$ cat src/rtl/mem_arbiter.sv
// mem_arbiter: shares one single-port memory between fetch and data access.
// Data access wins by default; a streak limit keeps fetch from starving.
module mem_arbiter #(
  parameter int DATA_W        = 32,
  parameter int ADDR_W        = 32,
  parameter int MAX_DM_STREAK = 4,
  parameter int ACK_TIMEOUT   = 0
) (
  input  logic              clk,
  input  logic              rst,
  input  logic              if_req,
  input  logic [ADDR_W-1:0] if_addr,
  output logic [DATA_W-1:0] if_rdata,
  output logic              if_ready,
  input  logic              dm_req,
  input  logic              dm_we,
  input  logic [ADDR_W-1:0] dm_addr,
  input  logic [DATA_W-1:0] dm_wdata,
  output logic [DATA_W-1:0] dm_rdata,
  output logic              dm_ready,
  output logic              err,
  output logic              mem_req,
  output logic              mem_we,
  output logic [ADDR_W-1:0] mem_addr,
  output logic [DATA_W-1:0] mem_wdata,
  input  logic [DATA_W-1:0] mem_rdata,
  input  logic              mem_ack
);
  localparam int SW = $clog2(MAX_DM_STREAK + 1);
  localparam int TW = (ACK_TIMEOUT > 0) ? $clog2(ACK_TIMEOUT + 1) : 1;
  localparam logic [SW-1:0] SMAX = SW'(MAX_DM_STREAK);
  localparam logic [TW-1:0] TLAST =
    TW'((ACK_TIMEOUT > 0) ? ACK_TIMEOUT - 1 : 0);
  localparam logic [ADDR_W-1:0] AMASK = {{(ADDR_W-2){1'b1}}, 2'b00};

  typedef enum logic [1:0] {IDLE, ISSUE, RESP} state_t;

  state_t            r_state, w_state;
  logic              r_own_dm, w_own_dm;
  logic [SW-1:0]     r_streak, w_streak;
  logic [TW-1:0]     r_tcnt, w_tcnt;
  logic              r_mreq, w_mreq;
  logic              r_mwe, w_mwe;
  logic [ADDR_W-1:0] r_maddr, w_maddr;
  logic [DATA_W-1:0] r_mwdata, w_mwdata;
  logic [DATA_W-1:0] r_if_rdata, w_if_rdata;
  logic [DATA_W-1:0] r_dm_rdata, w_dm_rdata;
  logic              r_if_rdy, w_if_rdy;
  logic              r_dm_rdy, w_dm_rdy;
  logic              r_err, w_err;
  logic              w_grant_dm;
  logic              w_expired;

  always_comb begin
    w_state    = r_state;
    w_own_dm   = r_own_dm;
    w_streak   = r_streak;
    w_tcnt     = r_tcnt;
    w_mreq     = r_mreq;
    w_mwe      = r_mwe;
    w_maddr    = r_maddr;
    w_mwdata   = r_mwdata;
    w_if_rdata = r_if_rdata;
    w_dm_rdata = r_dm_rdata;
    w_if_rdy   = 1'b0;
    w_dm_rdy   = 1'b0;
    w_err      = 1'b0;
    w_grant_dm = dm_req && !(if_req && r_streak == SMAX);
    w_expired  = (ACK_TIMEOUT > 0) && (r_tcnt == TLAST);
    unique case (r_state)
      IDLE: begin
        if (!if_req) w_streak = '0;
        if (w_grant_dm) begin
          w_state  = ISSUE;
          w_own_dm = 1'b1;
          w_mreq   = 1'b1;
          w_mwe    = dm_we;
          w_maddr  = dm_addr & AMASK;
          w_mwdata = dm_wdata;
          w_tcnt   = '0;
          if (if_req && r_streak != SMAX)
            w_streak = r_streak + 1'b1;
        end else if (if_req) begin
          w_state  = ISSUE;
          w_own_dm = 1'b0;
          w_mreq   = 1'b1;
          w_mwe    = 1'b0;
          w_maddr  = if_addr & AMASK;
          w_mwdata = '0;
          w_tcnt   = '0;
          w_streak = '0;
        end
      end
      ISSUE: begin
        // an ack in the expiry cycle still counts as success
        if (mem_ack || w_expired) begin
          w_state  = RESP;
          w_mreq   = 1'b0;
          w_if_rdy = !r_own_dm;
          w_dm_rdy = r_own_dm;
          w_err    = !mem_ack;
          if (mem_ack && !r_mwe) begin
            if (r_own_dm) w_dm_rdata = mem_rdata;
            else          w_if_rdata = mem_rdata;
          end
        end else if (ACK_TIMEOUT > 0) begin
          w_tcnt = r_tcnt + 1'b1;
        end
      end
      RESP:    w_state = IDLE;
      default: w_state = IDLE;
    endcase
  end

  always_ff @(posedge clk or negedge rst) begin
    if (!rst) begin
      r_state    <= IDLE;
      r_own_dm   <= 1'b0;
      r_streak   <= '0;
      r_tcnt     <= '0;
      r_mreq     <= 1'b0;
      r_mwe      <= 1'b0;
      r_maddr    <= '0;
      r_mwdata   <= '0;
      r_if_rdata <= '0;
      r_dm_rdata <= '0;
      r_if_rdy   <= 1'b0;
      r_dm_rdy   <= 1'b0;
      r_err      <= 1'b0;
    end else begin
      r_state    <= w_state;
      r_own_dm   <= w_own_dm;
      r_streak   <= w_streak;
      r_tcnt     <= w_tcnt;
      r_mreq     <= w_mreq;
      r_mwe      <= w_mwe;
      r_maddr    <= w_maddr;
      r_mwdata   <= w_mwdata;
      r_if_rdata <= w_if_rdata;
      r_dm_rdata <= w_dm_rdata;
      r_if_rdy   <= w_if_rdy;
      r_dm_rdy   <= w_dm_rdy;
      r_err      <= w_err;
    end
  end

  assign mem_req   = r_mreq;
  assign mem_we    = r_mwe;
  assign mem_addr  = r_maddr;
  assign mem_wdata = r_mwdata;
  assign if_rdata  = r_if_rdata;
  assign dm_rdata  = r_dm_rdata;
  assign if_ready  = r_if_rdy;
  assign dm_ready  = r_dm_rdy;
  assign err       = r_err;
endmodule

$ cat config.mk
export PLATFORM = sky130hd
export DESIGN_NAME = mem_arbiter
export DESIGN_NICKNAME = d
export VERILOG_FILES = /design/src/rtl/mem_arbiter.sv
export SDC_FILE = /design/constraint.sdc
export NUM_CORES = 1
export LEC_CHECK = 0
export ABC_AREA = 1
export CORE_MARGIN = 2
export CORE_UTILIZATION = 40
export CTS_CLUSTER_DIAMETER = 30
export DETAILED_ROUTE_END_ITERATION = 8
export HOLD_SLACK_MARGIN = 0.15
export PLACE_DENSITY_LB_ADDON = 0.12
export SLEW_MARGIN = 20
export SYNTH_ARGS = -nofsm -noshare
export SYNTH_HDL_FRONTEND = slang
export SYNTH_SLANG_ARGS = --single-unit
export TNS_END_PERCENT = 10
$ cat constraint.sdc
create_clock -name clk -period 1.7 [get_ports clk]
set_clock_uncertainty 0.2 [all_clocks]
set_input_delay 0.34 -clock clk [delete_from_list [all_inputs] [get_ports clk]]
set_output_delay 0.34 -clock clk [all_outputs]
set_load 0.05 [all_outputs]
After elaboration in Yosys (flattened, before gate mapping):

Cells that the tools add are included.

* add/subtract/negate cells: 1
* eq/ne operators: 5
* muxes and demuxes: 25
* bitwise gates (word level): 1
* reduce and logical (&&, ||, !) cells: 16

Operators by type and width (count)
* 2-to-1 mux 32 bit: 4
* 2-to-1 mux 1 bit: 12
* 2-to-1 mux 3 bit: 4
* AND reduction 4 bit: 2
* 2-to-1 mux 2 bit: 3
* inequality test 3 bit, second input constant: 2
* logical AND 1 bit: 4
* logical NOT 1 bit: 4
* one-hot mux 2 bit (2 select lines): 1
* AND reduction 2 bit: 2
* nonzero test 2 bit: 2
* adder 3 x 1 -> 3 bit, second input constant: 1
* == test 3 bit, second input constant: 1
* AND reduction 3 bit: 1
* == test 2 x 1 -> 1 bit, second input constant: 1
* logical NOT 2 bit: 1
* inequality test 2 bit, second input constant: 1
* one-hot mux 1 bit (2 select lines): 1
* inverter 1 bit: 1

* flip-flop bits (word level): 139
* input bits: 134
* output and inout port bits: 133
* logic and storage cells: 60

Logic depth before layout (Yosys ltp):

Gate-level depths: netlist of run 1.

* depth in word-level cells: 6
* mapped depth: 8
* gate-level depth less buffers: 7

Least setup slack after synthesis of run 1:

Ideal clock, no wire load.

* path kind: register to register
* start point: register r_mwe (netlist: mem_we)
* end point: register r_if_rdata[0] (netlist: if_rdata[0])
* setup time: 0.119 ns
* arrival time: 1.320 ns
* required time: 1.381 ns
* slack: 0.061 ns
* stages on the path, launching flop included: 8
* buffers on the path: 1
* period minus slack after synthesis: 1.639 ns
* cell sequence: dfrtp_1 inv_2 nand2_1 nor2_4 nand2_1 buf_2 nand2_1 nand2_1

* word-level cells in the longest chain between the ends: 3

RTL lines
* from (decl): line 43 `logic r_mwe, w_mwe;`
* from (signal assigned): line 136 `r_mwe <= w_mwe;`
* logical NOT 1 bit: line 102 `if (mem_ack && !r_mwe) begin`
* logical AND 1 bit: line 102
* AND reduction 4 bit (no source line)
* to (signal assigned): line 139 `r_if_rdata <= w_if_rdata;`
* to (decl): line 46 `logic [DATA_W-1:0] r_if_rdata, w_if_rdata;`

No other way between the ends.
A chain may end at the register's enable or synchronous reset.

Worst setup path in the final report of run 1:

* start point: register r_streak[0]
* end point: register r_maddr[26] (netlist: mem_addr[26])

* word-level cells in the longest chain between the ends: 6
* elaborated cells between the ends (all ways): 7
* those cells by class: 1 x eq/ne; 1 x mux; 5 x reduce/logical

RTL lines
* from (decl): line 40 `logic [SW-1:0] r_streak, w_streak;`
* from (signal assigned): line 133 `r_streak <= w_streak;`
* == test 3 bit (*): line 68 `w_grant_dm = dm_req && !(if_req && r_streak == SMAX);`
* logical AND 1 bit (*): line 68
* logical NOT 1 bit (*): line 68
* logical AND 1 bit (*): line 68
* nonzero test 2 bit (no source line)
* AND reduction 2 bit (no source line)
* to (signal assigned): line 137 `r_maddr <= w_maddr;`
* to (decl): line 44 `logic [ADDR_W-1:0] r_maddr, w_maddr;`

Every way passes the cells marked *; elsewhere a longest branch is shown, timed or not.

==> out/metrics.yaml, run 1 <==
routing:
  drtAntennaViolNets: 0
  viasPerCell: 4.820
  first_iter_violations: 358
  routedWlPerCell_um: 15.30
  routed_wl_um: 18180
  drc_errors: 0
  drt_first_pass_iters: 4
  vias: 5726
clock_tree:
  cts.path.max_buffers: 2
  path_clk_slew_ns: 0.06
  root_buffer: "clkbuf_16"
  cts_sinks: 136
  cts_tree: "built"
  cts_made_buffers: 17
  post_cts_buffers: 0
  insertion_delay_ns: 0.41
  htreeDepth: 4
timing:
  finalSetupViolCount: 0
  timing.final.ws_setup_ns: 0.09982
  clock.fmax_mhz: 624.9
  fin_crit_sh_pct: 94.13
  drv_slew: 0
  fin_crit_ns: 1.600
  hold_violations: 0
layout:
  syn_to_final_growth_pct: 83.20
  diodes: 0
  n_fill_cell: 1011
  final_cell_mix: "nand2_1 (328), buf_12 (141), dfrtp_1 (136)"
  final_cells: 1188
  drive_above_1_share_pct: 20.32
  layout_commonest_cell: "nand2_1"
  design_area_um2: 10830
  final_nets: 1127
setup_path:
  cpMostUsedCell: "nand2_1"
  path_class: "flip-flop to flip-flop"
  crit_chain: "inv_1 -> ha_2 -> nand3_4 -> nand2_4 -> clkbuf_16 -> nand2_1 -> nand3_1 -> nand2_1"
  path_max_fanout: 15
  cp_data_required_time_ns: 1.80
  cp-start-kind: "flip-flop"
  crit_slowest_cell: "dfrtp_1"
  end_kind: "flip-flop"
  arrival_ns: 1.70
  max_stage_delay_ns: 0.40
outcome:
  status: "complete, no violations"
power_and_ir_drop:
  p_per_area_nw_per_um2: 2284
  p_leak_nw: 5.502
  power_mw: 24.73
  peakVddDrop_mv: 1.105
logic_synthesis:
  synthCells: 726
  ys_ff_latch: 136
  ys_seq_area_share_pct: 57.57
  synth_top_area_cell: "dfrtp_1"
  synth_top_area_share_pct: 57.57
  synth_cell_type_count: 22
  ys_top_cells_by_area: "dfrtp_1 (58%), nand2_1 (21%), nand3_1 (11%), inv_1 (4.1%), buf_2 (2.3%)"
  ys_warn_count: 0
  syn_area_um2: 5912
  syn_avg_cell_area_um2: 8.143
floorplanning:
  die-width_um: 125.6
  row_count: 44
  die_h_um: 125.6
  core_um2: 14480
  initial_core_util_pct: 40.83
  dieArea_um2: 15770
  io-pin-count: 267
grt:
  grt-ovfl-total: 0
  grt_pass1_wl_um: 29570
  grt_max_degree: 38
  grt.total_usage_pct: 23.80
  antenna_found_initial: 0
  grt_pass1_vias: 5839
run:
  cap_violations: 0
placement:
  postPlaceCellArea_um2: 10150
  dp_cells: 1154
  place_hpwl_um: 12630
  place_ws_ns: -0.2345
  gp_congestion: 0.7878
  port_buffers: 259
worst_hold_path:
  hold_class: "primary input to asynchronous set/reset pin"
worst max-delay path: cells and delay by family (launching register included):
kind          cells  cell delay [ns]
simple gates      5             0.41
flops             1             0.40
buf+inv           2             0.27
fa+ha+maj         1             0.21
per-layer routing:
metal  up-vias  part of all wire (%)  track usage (%)
met5         -                     0                0
met4         0                   2.6            9.281
met3        33                   9.6            9.414
met2       228                    48            38.54
met1      2696                    40            28.60
li1       2769                     -                -
Yosys cell counts:
library cell	count
buf_6	1
o21ai_1	1
o21ai_0	3
inv_2	4
buf_2	27
buf_1	1
conb_1	1
a21oi_1	2
nor2_4	3
clkbuf_1	7
dfrtp_1	136
nand3_1	127
nand2_2	1
o22ai_1	1
nand4_1	2
ha_1	2
inv_1	65
buf_4	8
nand2_1	329
nor2_2	2
nor3_1	1
nor2_1	2
power breakdown:
part,switching [mW],internal (mW)
clock network,1.37,2.42
logic,7.91,6.68
registers,1.61,4.73
cell type report:
cell class	instances	area, µm²	share of cell area [%]
Tap cell	184	230.2	2.126
Clock buffer	21	470.5	4.344
Multi-Input combinational cell	479	2048	18.91
Clock inverter	11	145.1	1.340
Timing Repair Buffer	288	4274	39.46
Sequential cell	136	3403	31.42
Inverter	69	259.0	2.391
through the flow:
stage / util (%) / TNS, ns / hold slack, ns
2_1_floorplan: - / 0 / -0.1556
3_5_place_dp: 70.09 / -22.36 / 0.04037
3_3_place_gp: 70.09 / -19.80 / 0.04427
6_report: 74.80 / 0 / 0.1773
4_1_cts: 74.46 / 0 / 0.1807
5_1_grt: 74.80 / -0.001288 / 0.1858
sequential cells by signal, indices dropped and copies added, names as in the netlist:
register and flops:
mem_we 1, r_streak 3, if_ready 1, if_rdata 32, mem_req 1, dm_ready 1
mem_wdata 32, r_state 2, r_own_dm 1, dm_rdata 32, mem_addr 30
path summary, 6_finish.rpt:
kind	from	endpoint	slack (ns)	cells after the start
max	r_streak[0]	mem_addr[26]	0.1	8
min	rst	dm_ready	0.18	2
max reg2reg	r_streak[0]	mem_addr[26]	0.1	8
min reg2reg	r_streak[1]	r_streak[1]	0.32	2
max in group asynchronous	rst	mem_wdata[19]	0.63	3
min in group clk	dm_wdata[20]	mem_wdata[20]	0.25	3
kinds of logic after synthesis:
| group | after synthesis | synth area share, % |
|---|---|---|
| AND/OR/NAND/NOR | 467 | 32.95 |
| adder cells (fa/ha/maj) | 2 | 0.4232 |
| buffers and inverters | 113 | 8.381 |
| flip-flops | 136 | 57.57 |
| other | 1 | 0.06343 |
| AO/OA/AOI/OAI | 7 | 0.6137 |
repair_timing:
action                                  4_1_cts  5_1_grt
resized for setup                             2        5
pin swaps                                     0        0
hold endpoints to repair                    136        0
endpoints found under the setup margin        5       63
cloned                                        0        1
hold buffers                                  1        0
Note: power is estimated with default switching activity, not from simulation.
==> run 2: changes to the inputs <==
Settings changed: CTS_CLUSTER_DIAMETER 30 to 80.
==> results of run 2 <==
Final layout, timing and power as in run 1 (identical DEF).
